===== src/rtl/mem_arb_pkg.sv =====
// Shared types and width helpers for the urgent-first memory arbiter.
package mem_arb_pkg;

  typedef enum logic [1:0] {
    ST_IDLE = 2'd0,
    ST_HP   = 2'd1,
    ST_LP   = 2'd2,
    ST_PRE  = 2'd3
  } arb_state_e;

  // grant_id reserves code 0 for "no owner", so it must encode NREQ+1 values.
  function automatic int id_w(input int n);
    return $clog2(n + 1);
  endfunction

  function automatic int idx_w(input int n);
    return (n <= 2) ? 1 : $clog2(n);
  endfunction

endpackage


===== src/rtl/rr_picker.sv =====
// Combinational round-robin select over requesters 1..NREQ-1, starting at ptr_i.
module rr_picker #(
  parameter int NREQ  = 3,
  parameter int IDX_W = 2
) (
  input  logic [NREQ-1:1]  req_i,
  input  logic [IDX_W-1:0] ptr_i,
  output logic [NREQ-1:1]  gnt_o
);

  int   idx;
  logic found;

  always_comb begin
    gnt_o = '0;
    found = 1'b0;
    idx   = 0;
    for (int k = 0; k < NREQ - 1; k++) begin
      idx = int'(ptr_i) + k;
      // Candidates wrap from NREQ-1 back to 1; requester 0 is never a candidate.
      if (idx >= NREQ) idx = idx - (NREQ - 1);
      if (!found && idx >= 1 && idx < NREQ && req_i[idx]) begin
        gnt_o[idx] = 1'b1;
        found      = 1'b1;
      end
    end
  end

endmodule


===== src/rtl/mem_arbiter_n.sv =====
// N-way memory arbiter: requester 0 has absolute priority and may preempt
// a bounded low-priority grant; requesters 1..NREQ-1 share round-robin.
module mem_arbiter_n
  import mem_arb_pkg::*;
#(
  parameter int NREQ     = 3,
  parameter int MAX_HOLD = 2,
  parameter int CNT_W    = 16
) (
  input  logic                     clk,
  input  logic                     reset_n,
  // req is a level request; done[i] ends the access only when i owns the grant.
  input  logic [NREQ-1:0]          req,
  input  logic [NREQ-1:0]          done,
  input  logic                     preempt_en,
  output logic [NREQ-1:0]          grant,
  output logic [id_w(NREQ)-1:0]    grant_id,
  output logic                     preempted,
  output logic [CNT_W-1:0]         nb_interrupts,
  output arb_state_e               dbg_state,
  output logic [idx_w(NREQ)-1:0]   dbg_rr_ptr
);

  localparam int IDX_W  = idx_w(NREQ);
  localparam int ID_W   = id_w(NREQ);
  localparam int HOLD_W = 4;
  localparam logic [HOLD_W-1:0] MAX_HOLD_V = HOLD_W'(MAX_HOLD);

  arb_state_e         state_q, state_d;
  logic [IDX_W-1:0]   owner_q, owner_d;
  logic [HOLD_W-1:0]  hold_q, hold_d;
  logic [IDX_W-1:0]   rr_ptr_q, rr_ptr_d;
  logic [CNT_W-1:0]   nb_int_q, nb_int_d;
  logic [NREQ-1:0]    grant_q, grant_d;
  logic [ID_W-1:0]    grant_id_q, grant_id_d;
  logic               preempted_q, preempted_d;

  logic [NREQ-1:1]    lp_onehot;
  logic [IDX_W-1:0]   lp_win;
  arb_state_e         arb_state;
  logic [IDX_W-1:0]   arb_owner;
  logic [HOLD_W-1:0]  arb_hold;
  logic [IDX_W-1:0]   arb_ptr;
  logic               rearb;

  rr_picker #(
    .NREQ  (NREQ),
    .IDX_W (IDX_W)
  ) u_rr_picker (
    .req_i (req[NREQ-1:1]),
    .ptr_i (rr_ptr_q),
    .gnt_o (lp_onehot)
  );

  // Outcome of a fresh arbitration, used by every state that releases.
  always_comb begin
    lp_win    = '0;
    arb_state = ST_IDLE;
    arb_owner = '0;
    arb_hold  = '0;
    arb_ptr   = rr_ptr_q;
    for (int i = 1; i < NREQ; i++) begin
      if (lp_onehot[i]) lp_win = IDX_W'(i);
    end
    if (req[0]) begin
      arb_state = ST_HP;
    end else if (|lp_onehot) begin
      arb_state = ST_LP;
      arb_owner = lp_win;
      arb_hold  = HOLD_W'(1);
      arb_ptr   = (lp_win == IDX_W'(NREQ - 1)) ? IDX_W'(1) : lp_win + IDX_W'(1);
    end
  end

  always_comb begin
    state_d  = state_q;
    owner_d  = owner_q;
    hold_d   = hold_q;
    rr_ptr_d = rr_ptr_q;
    nb_int_d = nb_int_q;
    rearb    = 1'b0;
    case (state_q)
      ST_IDLE: rearb = 1'b1;
      ST_HP:   rearb = done[0];
      ST_LP: begin
        if (done[owner_q]) begin
          rearb = 1'b1;
        end else if (preempt_en && req[0] && (hold_q < MAX_HOLD_V)) begin
          state_d = ST_PRE;
          owner_d = '0;
          hold_d  = HOLD_W'(1);
          if (nb_int_q != '1) nb_int_d = nb_int_q + CNT_W'(1);
        end else if (hold_q == MAX_HOLD_V) begin
          rearb = 1'b1;
        end else begin
          hold_d = hold_q + HOLD_W'(1);
        end
      end
      ST_PRE: begin
        if (done[0] || (hold_q == MAX_HOLD_V)) rearb = 1'b1;
        else                                   hold_d = hold_q + HOLD_W'(1);
      end
      default: rearb = 1'b1;
    endcase
    // The preempted requester is dropped; it must win a later arbitration.
    if (rearb) begin
      state_d  = arb_state;
      owner_d  = arb_owner;
      hold_d   = arb_hold;
      rr_ptr_d = arb_ptr;
    end
  end

  always_comb begin
    grant_d     = '0;
    grant_id_d  = '0;
    preempted_d = (state_d == ST_PRE);
    if (state_d != ST_IDLE) begin
      grant_d[owner_d] = 1'b1;
      grant_id_d       = ID_W'(owner_d) + ID_W'(1);
    end
  end

  always_ff @(posedge clk) begin
    if (!reset_n) begin
      state_q     <= ST_IDLE;
      owner_q     <= '0;
      hold_q      <= '0;
      rr_ptr_q    <= IDX_W'(1);
      nb_int_q    <= '0;
      grant_q     <= '0;
      grant_id_q  <= '0;
      preempted_q <= 1'b0;
    end else begin
      state_q     <= state_d;
      owner_q     <= owner_d;
      hold_q      <= hold_d;
      rr_ptr_q    <= rr_ptr_d;
      nb_int_q    <= nb_int_d;
      grant_q     <= grant_d;
      grant_id_q  <= grant_id_d;
      preempted_q <= preempted_d;
    end
  end

  assign grant         = grant_q;
  assign grant_id      = grant_id_q;
  assign preempted     = preempted_q;
  assign nb_interrupts = nb_int_q;
  assign dbg_state     = state_q;
  assign dbg_rr_ptr    = rr_ptr_q;

endmodule


===== config.mk =====
export PLATFORM = sky130hd
export DESIGN_NAME = mem_arbiter_n
export DESIGN_NICKNAME = d
export VERILOG_FILES = /design/src/rtl/mem_arb_pkg.sv /design/src/rtl/rr_picker.sv /design/src/rtl/mem_arbiter_n.sv
export SDC_FILE = /design/constraint.sdc
export NUM_CORES = 1
export LEC_CHECK = 0
export BUFFER_PORTS_ARGS = -buffer_cell sky130_fd_sc_hd__clkbuf_2
export CAP_MARGIN = 20
export CORE_UTILIZATION = 49
export CTS_CLUSTER_SIZE = 10
export DETAILED_ROUTE_END_ITERATION = 16
export PLACE_DENSITY_LB_ADDON = 0.12
export SETUP_SLACK_MARGIN = 0.1
export SLEW_MARGIN = 0
export SYNTH_ARGS = -nofsm -noshare
export SYNTH_HDL_FRONTEND = slang
export SYNTH_SLANG_ARGS = --single-unit

===== constraint.sdc =====
create_clock -name clk -period 2.25 [get_ports clk]
set_input_delay 0.1125 -clock clk [delete_from_list [all_inputs] [get_ports clk]]
set_output_delay 0.1125 -clock clk [all_outputs]
set_load 0.005 [all_outputs]

After elaboration in Yosys (flattened, before gate mapping)
Index checks and enable logic that the tools add are counted.

word-level totals
  register bits = 32
  bits of input ports = 9
  output and inout bits = 26
  word-level logic and storage cells = 109

cells by class
  add/subtract/negate cells = 7
  order comparisons = 14
  equality and inequality tests = 10
  muxes and demuxes = 47
  bitwise gates (word level) = 3
  reduce and logical (&&, ||, !) cells = 20

operator list
  operator               count
  $ge 32x1->1 const B    2
  $ge 32x2->1 const B    2
  $lt 32x3->1 const B    2
  $lt 32x4->1 const B    2
  $mux 32                2
  $ge 32x3->1 const B    1
  $mux 2                 16
  $sub 32x3->32 const B  1
  $mux 4                 5
  $add 16x1->16 const B  1
  $mux 1                 16
  $ne 16x16->1 const B   1
  $logic_and 1x1->1      10
  $eq 2x2->1 const B     4
  $pmux 4 s2             1
  $reduce_and 4->1       2
  $bmux 1 s2             3
  $demux 1 s2            3
  $lt 2x3->1 const B     2
  $ne 3x3->1 const B     2
  $add 2x1->2 const B    2
  $add 4x1->4 const B    1
  $eq 4x2->1 const B     1
  $lt 4x2->1 const B     1
  other kinds (17)       18

Logic depth before layout (Yosys ltp)
  word-level depth = 21
  mapped depth = 11
  gate-level depth less buffers = 9

By module
A second synthesis with hierarchy kept.

unflattened totals
  cell total of the unflattened synthesis = 202
  area total of the unflattened synthesis = 1756.7 um2

by module, submodules not included
  module         times used  cells each  area an instance (um2)  sequential area each (um2)
  mem_arbiter_n  1           180         1589.0                  640.6
  rr_picker      1           22          167.7                   0.0

Worst setup path after synthesis
Ideal clock, no wire load.

  kind = flip-flop to flip-flop
  from = reg rr_ptr_q[0], in the netlist dbg_rr_ptr[0]
  to = reg grant_id_q[1], in the netlist grant_id[1]
  library setup time = 0.078 ns
  arrival time = 2.356 ns
  required time = 2.172 ns
  setup slack = -0.184 ns
  cell stages (with the launch flop) = 12
  period minus slack after synthesis = 2.434 ns
  path through = dfxtp_1 > buf_2 > inv_1 > ha_1 > clkbuf_1 > nor4bb_1 > a41oi_1 > mux2_2 > o22ai_2 > inv_1 > ha_1 > nor3_1

between the ends
  longest elaborated chain between the ends = 18
  elaborated cells between the ends (all ways) = 49

ends and longest elaborated chain
  element                                                                 RTL line                                    RTL
  start: declaration                                                      mem_arbiter_n.sv:32                         logic [IDX_W-1:0] rr_ptr_q, rr_ptr_d;
  start signal: assignment                                                mem_arbiter_n.sv:138                        rr_ptr_q <= rr_ptr_d;
  parallel branches: the longest is 11 deep, another holds $sub 32x3->32  -
  $mux 2 (*)                                                              rr_picker.sv:22                             if (!found && idx >= 1 && idx < NREQ && req_i[idx]) begin
  $mux 1 / $reduce_or 2->1 (equally long branches)                        mem_arbiter_n.sv:63, mem_arbiter_n.sv:67
  $mux 2, on equally long branches                                        mem_arbiter_n.sv:63, mem_arbiter_n.sv:67
  $mux 2, on equally long branches                                        mem_arbiter_n.sv:67, mem_arbiter_n.sv:65
  $mux 2, on equally long branches                                        mem_arbiter_n.sv:65, mem_arbiter_n.sv:106
  $mux 2 / $reduce_bool 2->1 (equally long branches)                      mem_arbiter_n.sv:106, mem_arbiter_n.sv:118
  $add 2x1->2 / $reduce_and 2->1 (equally long branches)                  -
  end signal: assignment                                                  mem_arbiter_n.sv:141                        grant_id_q <= grant_id_d;
  end: declaration                                                        mem_arbiter_n.sv:35                         logic [ID_W-1:0] grant_id_q, grant_id_d;

Every way passes the cells marked *. The select of a mux whose other input is x is not followed.
A chain may end at the register's enable or synchronous reset.

Worst setup path after layout
  from = reg rr_ptr_q[1], in the netlist dbg_rr_ptr[1]
  to = reg grant_id_q[1], in the netlist grant_id[1]

The elaborated chain is that of the path after synthesis.

==> impl_results.md <==
- Status: finished, final reports clean
- Clock sinks: 32
- Share of layout cells above drive strength 1: 0.281
- Final Core Density: 0.638
- Setup crit end kind: register
- R2r setup slk: 0.19 ns
- Die Footprint: 3870 um2
- MaxCap Viol Count: 0
- Max H-tree Level: 2
- Nets@finish: roughly 270
- Min Clock Period, post-route: 2.06 ns
- Critical path cell sequence: buf_4 -> ha_4 -> nor4bb_4 -> a41oi_2 -> mux2_4 -> o22ai_4 -> inv_1 -> ha_1 -> nor3_2
- Post-DRT Antenna Nets: 0
- Reg2Reg Launch Point: dbg_rr_ptr[1]$_SDFFE_PN0P_
- Setup TNS: 0 ns
- PortBufs: 34
- Static leakage power: 0.861 nW
- CP Data Arrival Time: about 2.3 ns
- R2R Path End: grant_id[1]$_SDFF_PN0_
- # IOs: 35
- Top post-synthesis cells by area: dfxtp_1 36%, ha_1 6.3%, a21oi_1 4.8%, o21ai_0 3.1%, nor2_1 3.0%
- Biggest area consumer among synthesized cells: dfxtp_1
- Horiz. Die Dim: 62.2 um
- Avg Vias per Cell: 5.73
- Fin crit share: 0.916
- Final Slew Violations: 0
- Critical path's largest stage delay: around 0.34 ns
- Core Rows: 21
- CTS Buf Count: 5
- Power per standard cell area: roughly 540 nW/um2
- Synth Warn #: 0
- Hold Path Origin: reset_n
- Critical Path Sink: grant_id[1]$_SDFF_PN0_
- Measured slew at the worst slew-check pin: 0.786 ns
- Total GRT Usage: 0.209
- FFs w/ async S/R, synth: 0
- Drt drc: 0
- Yosys top cell area share: 0.361
- Worst setup path startpoint: dbg_rr_ptr[1]$_SDFFE_PN0P_
- Clock transition at path regs: 0.09 ns
- Final Total Pwr: 1.19 mW
- Crit path max fanout: 8
- Setup violators final: 0
- TritonCTS clock tree: built
- Final Hold Fails: 0
- Max Freq: 0.485 GHz
- Vias in the first global route: 1460
- Latest clock arrival within the worst-skew pair: 0.33 ns
- Max IR drop VDD: 0.432 mV
- Initial antenna violation count: 0
- N_diodes: 0
- Seq cells post-synth: 32
- Syn_area_per_cell: 8.66 um2
- First-pass iteration count of the detailed router: 4
- Net count after synthesis: 223
- CTS max path bufs: 2
- Post-DP HPWL: roughly 2.8 mm
- Post-synth EDFFs: 0
- WL/cell: 13.3 um
- Pin count of the biggest net entering global routing: 25
- Mapped Area: 1780 um2
- First-pass GRT wire length: 6.61 mm
- Clock skew: 0.00691 ns
- Hold crit path type: primary input to register
- Seq/Total Area, Yosys: 0.361
- Initial core utilization: 0.520
- Die Y: 62.2 um
- Gpl congestion: roughly 0.85
- RSZ-0062 raised after global routing: true
- Worst path slowest cell: mux2_4
- Worst EP required: around 2.5 ns
- DR vias: 1689
- CORE AREA: between 3000 and 4000 um2
- Drt total wl: 3.92 mm
- Reg2Reg Depth: 9
- Post-Synthesis Cells: slightly above 200
- Root Buffer: clkbuf_4
- Grt total ovfl: 0
- Area grow syn2layout: 22.8%
- Iter 0 DRT Violations: 108
- Crit Path Class: register to register
- Ys flop type: dfxtp_1
- Post-synth cell types: 53
- Slew margin rel.: 0.476
- Worst Setup Start Kind: register
metrics by stage:
stage,area (um2),instances,setup slack [ns],hold WS [ns]
6_report,2180,295,0.189,0.161
5_1_grt,2180,295,0.0947,0.168
4_1_cts,2110,293,0.118,0.154
3_5_place_dp,2040,283,0.0498,0.484
3_3_place_gp,2040,283,0.0863,0.485
2_1_floorplan,1820,205,0.0823,0.328
layout make-up:
type,instances,area (um2)
Multi-Input combinational cell,155,1150
Clock buffer,6,41.3
Clock inverter,1,5.00
Sequential cell,32,644
Timing Repair Buffer,42,230
Inverter,13,53.8
Tap cell,46,57.6
Fill cell,313,1230
cell usage after synthesis (3+ instances only):
cell type  count
o211ai_1       3
o31ai_1        5
nand3b_1       3
ha_1           9
or4_1          5
clkbuf_1       4
a211oi_1       3
nand3_1       10
nor3_1         3
dfxtp_1       32
nand2b_1       7
mux2i_1        4
nor2_1        14
o21ai_0       11
inv_1         13
a21oi_1       17
nand2_1       10
a211o_1        3
or3_1          7
kinds of logic after synthesis:
family | Yosys count | share of synthesized area
compound gates | 58 | 0.226
xor+xnor | 3 | 0.0148
fa+ha+maj | 9 | 0.0634
buf+inv | 18 | 0.0388
flops | 32 | 0.361
mux | 5 | 0.0289
simple gates | 80 | 0.267
where the power goes:
| group | switching (mW) | internal (mW) | total [mW] |
|---|---|---|---|
| registers | 0.0216 | 0.591 | 0.612 |
| logic | 0.140 | 0.127 | 0.267 |
| clock network | 0.192 | 0.115 | 0.307 |
critical path: cells and delay by family (launching register included):
kind	cells	cell delay, ns
buf+inv	2	0.21
flops	1	0.32
simple gates	2	0.37
mux	1	0.34
compound gates	2	0.26
fa+ha+maj	2	0.48
registers in the layout, summed over array words and instances, names as in the netlist:
name	flops
dbg_rr_ptr	2
dbg_state	2
grant	3
grant_id	2
hold_q	4
nb_interrupts	16
owner_q	2
preempted	1
worst min-delay path by stage:
stage | end | slack, ns | cells after the start
global route | dbg_rr_ptr[1]$_SDFFE_PN0P_ | 0.17 | 2
finish | dbg_rr_ptr[1]$_SDFFE_PN0P_ | 0.16 | 2
global placement | preempted | 0.49 | 1
floorplan | hold_q[0]$_SDFFE_PN0P_ | 0.33 | 3
detailed placement | grant_id[0] | 0.48 | 1
CTS | dbg_rr_ptr[1]$_SDFFE_PN0P_ | 0.15 | 2
layout by cell type, fill, tap and decap left out, types with 8 or more instances in the layout:
master / n
inv_1: 12
a21oi_1: 16
nand3_1: 10
o21ai_0: 11
buf_4: 8
clkbuf_2: 34
dfxtp_1: 31
nand2_1: 10
nor2_1: 14
what timing repair did:
| item | CTS | global route |
|---|---|---|
| endpoints found under the setup margin | 2 | 5 |
| pin swaps | 2 | 3 |
| hold buffers | 0 | 0 |
| resized for setup | 1 | 10 |
| buffers inserted | 3 | 2 |
per-layer routing:
metal / vias to the layer above / GRT usage / wire (um)
met5: - / 0 / 0
met4: 0 / 0.0814 / 73
met3: 9 / 0.0441 / 144
met2: 38 / 0.328 / 1760
met1: 787 / 0.280 / 1940
li1: 855 / - / -
(Power assumes the default switching activity.)
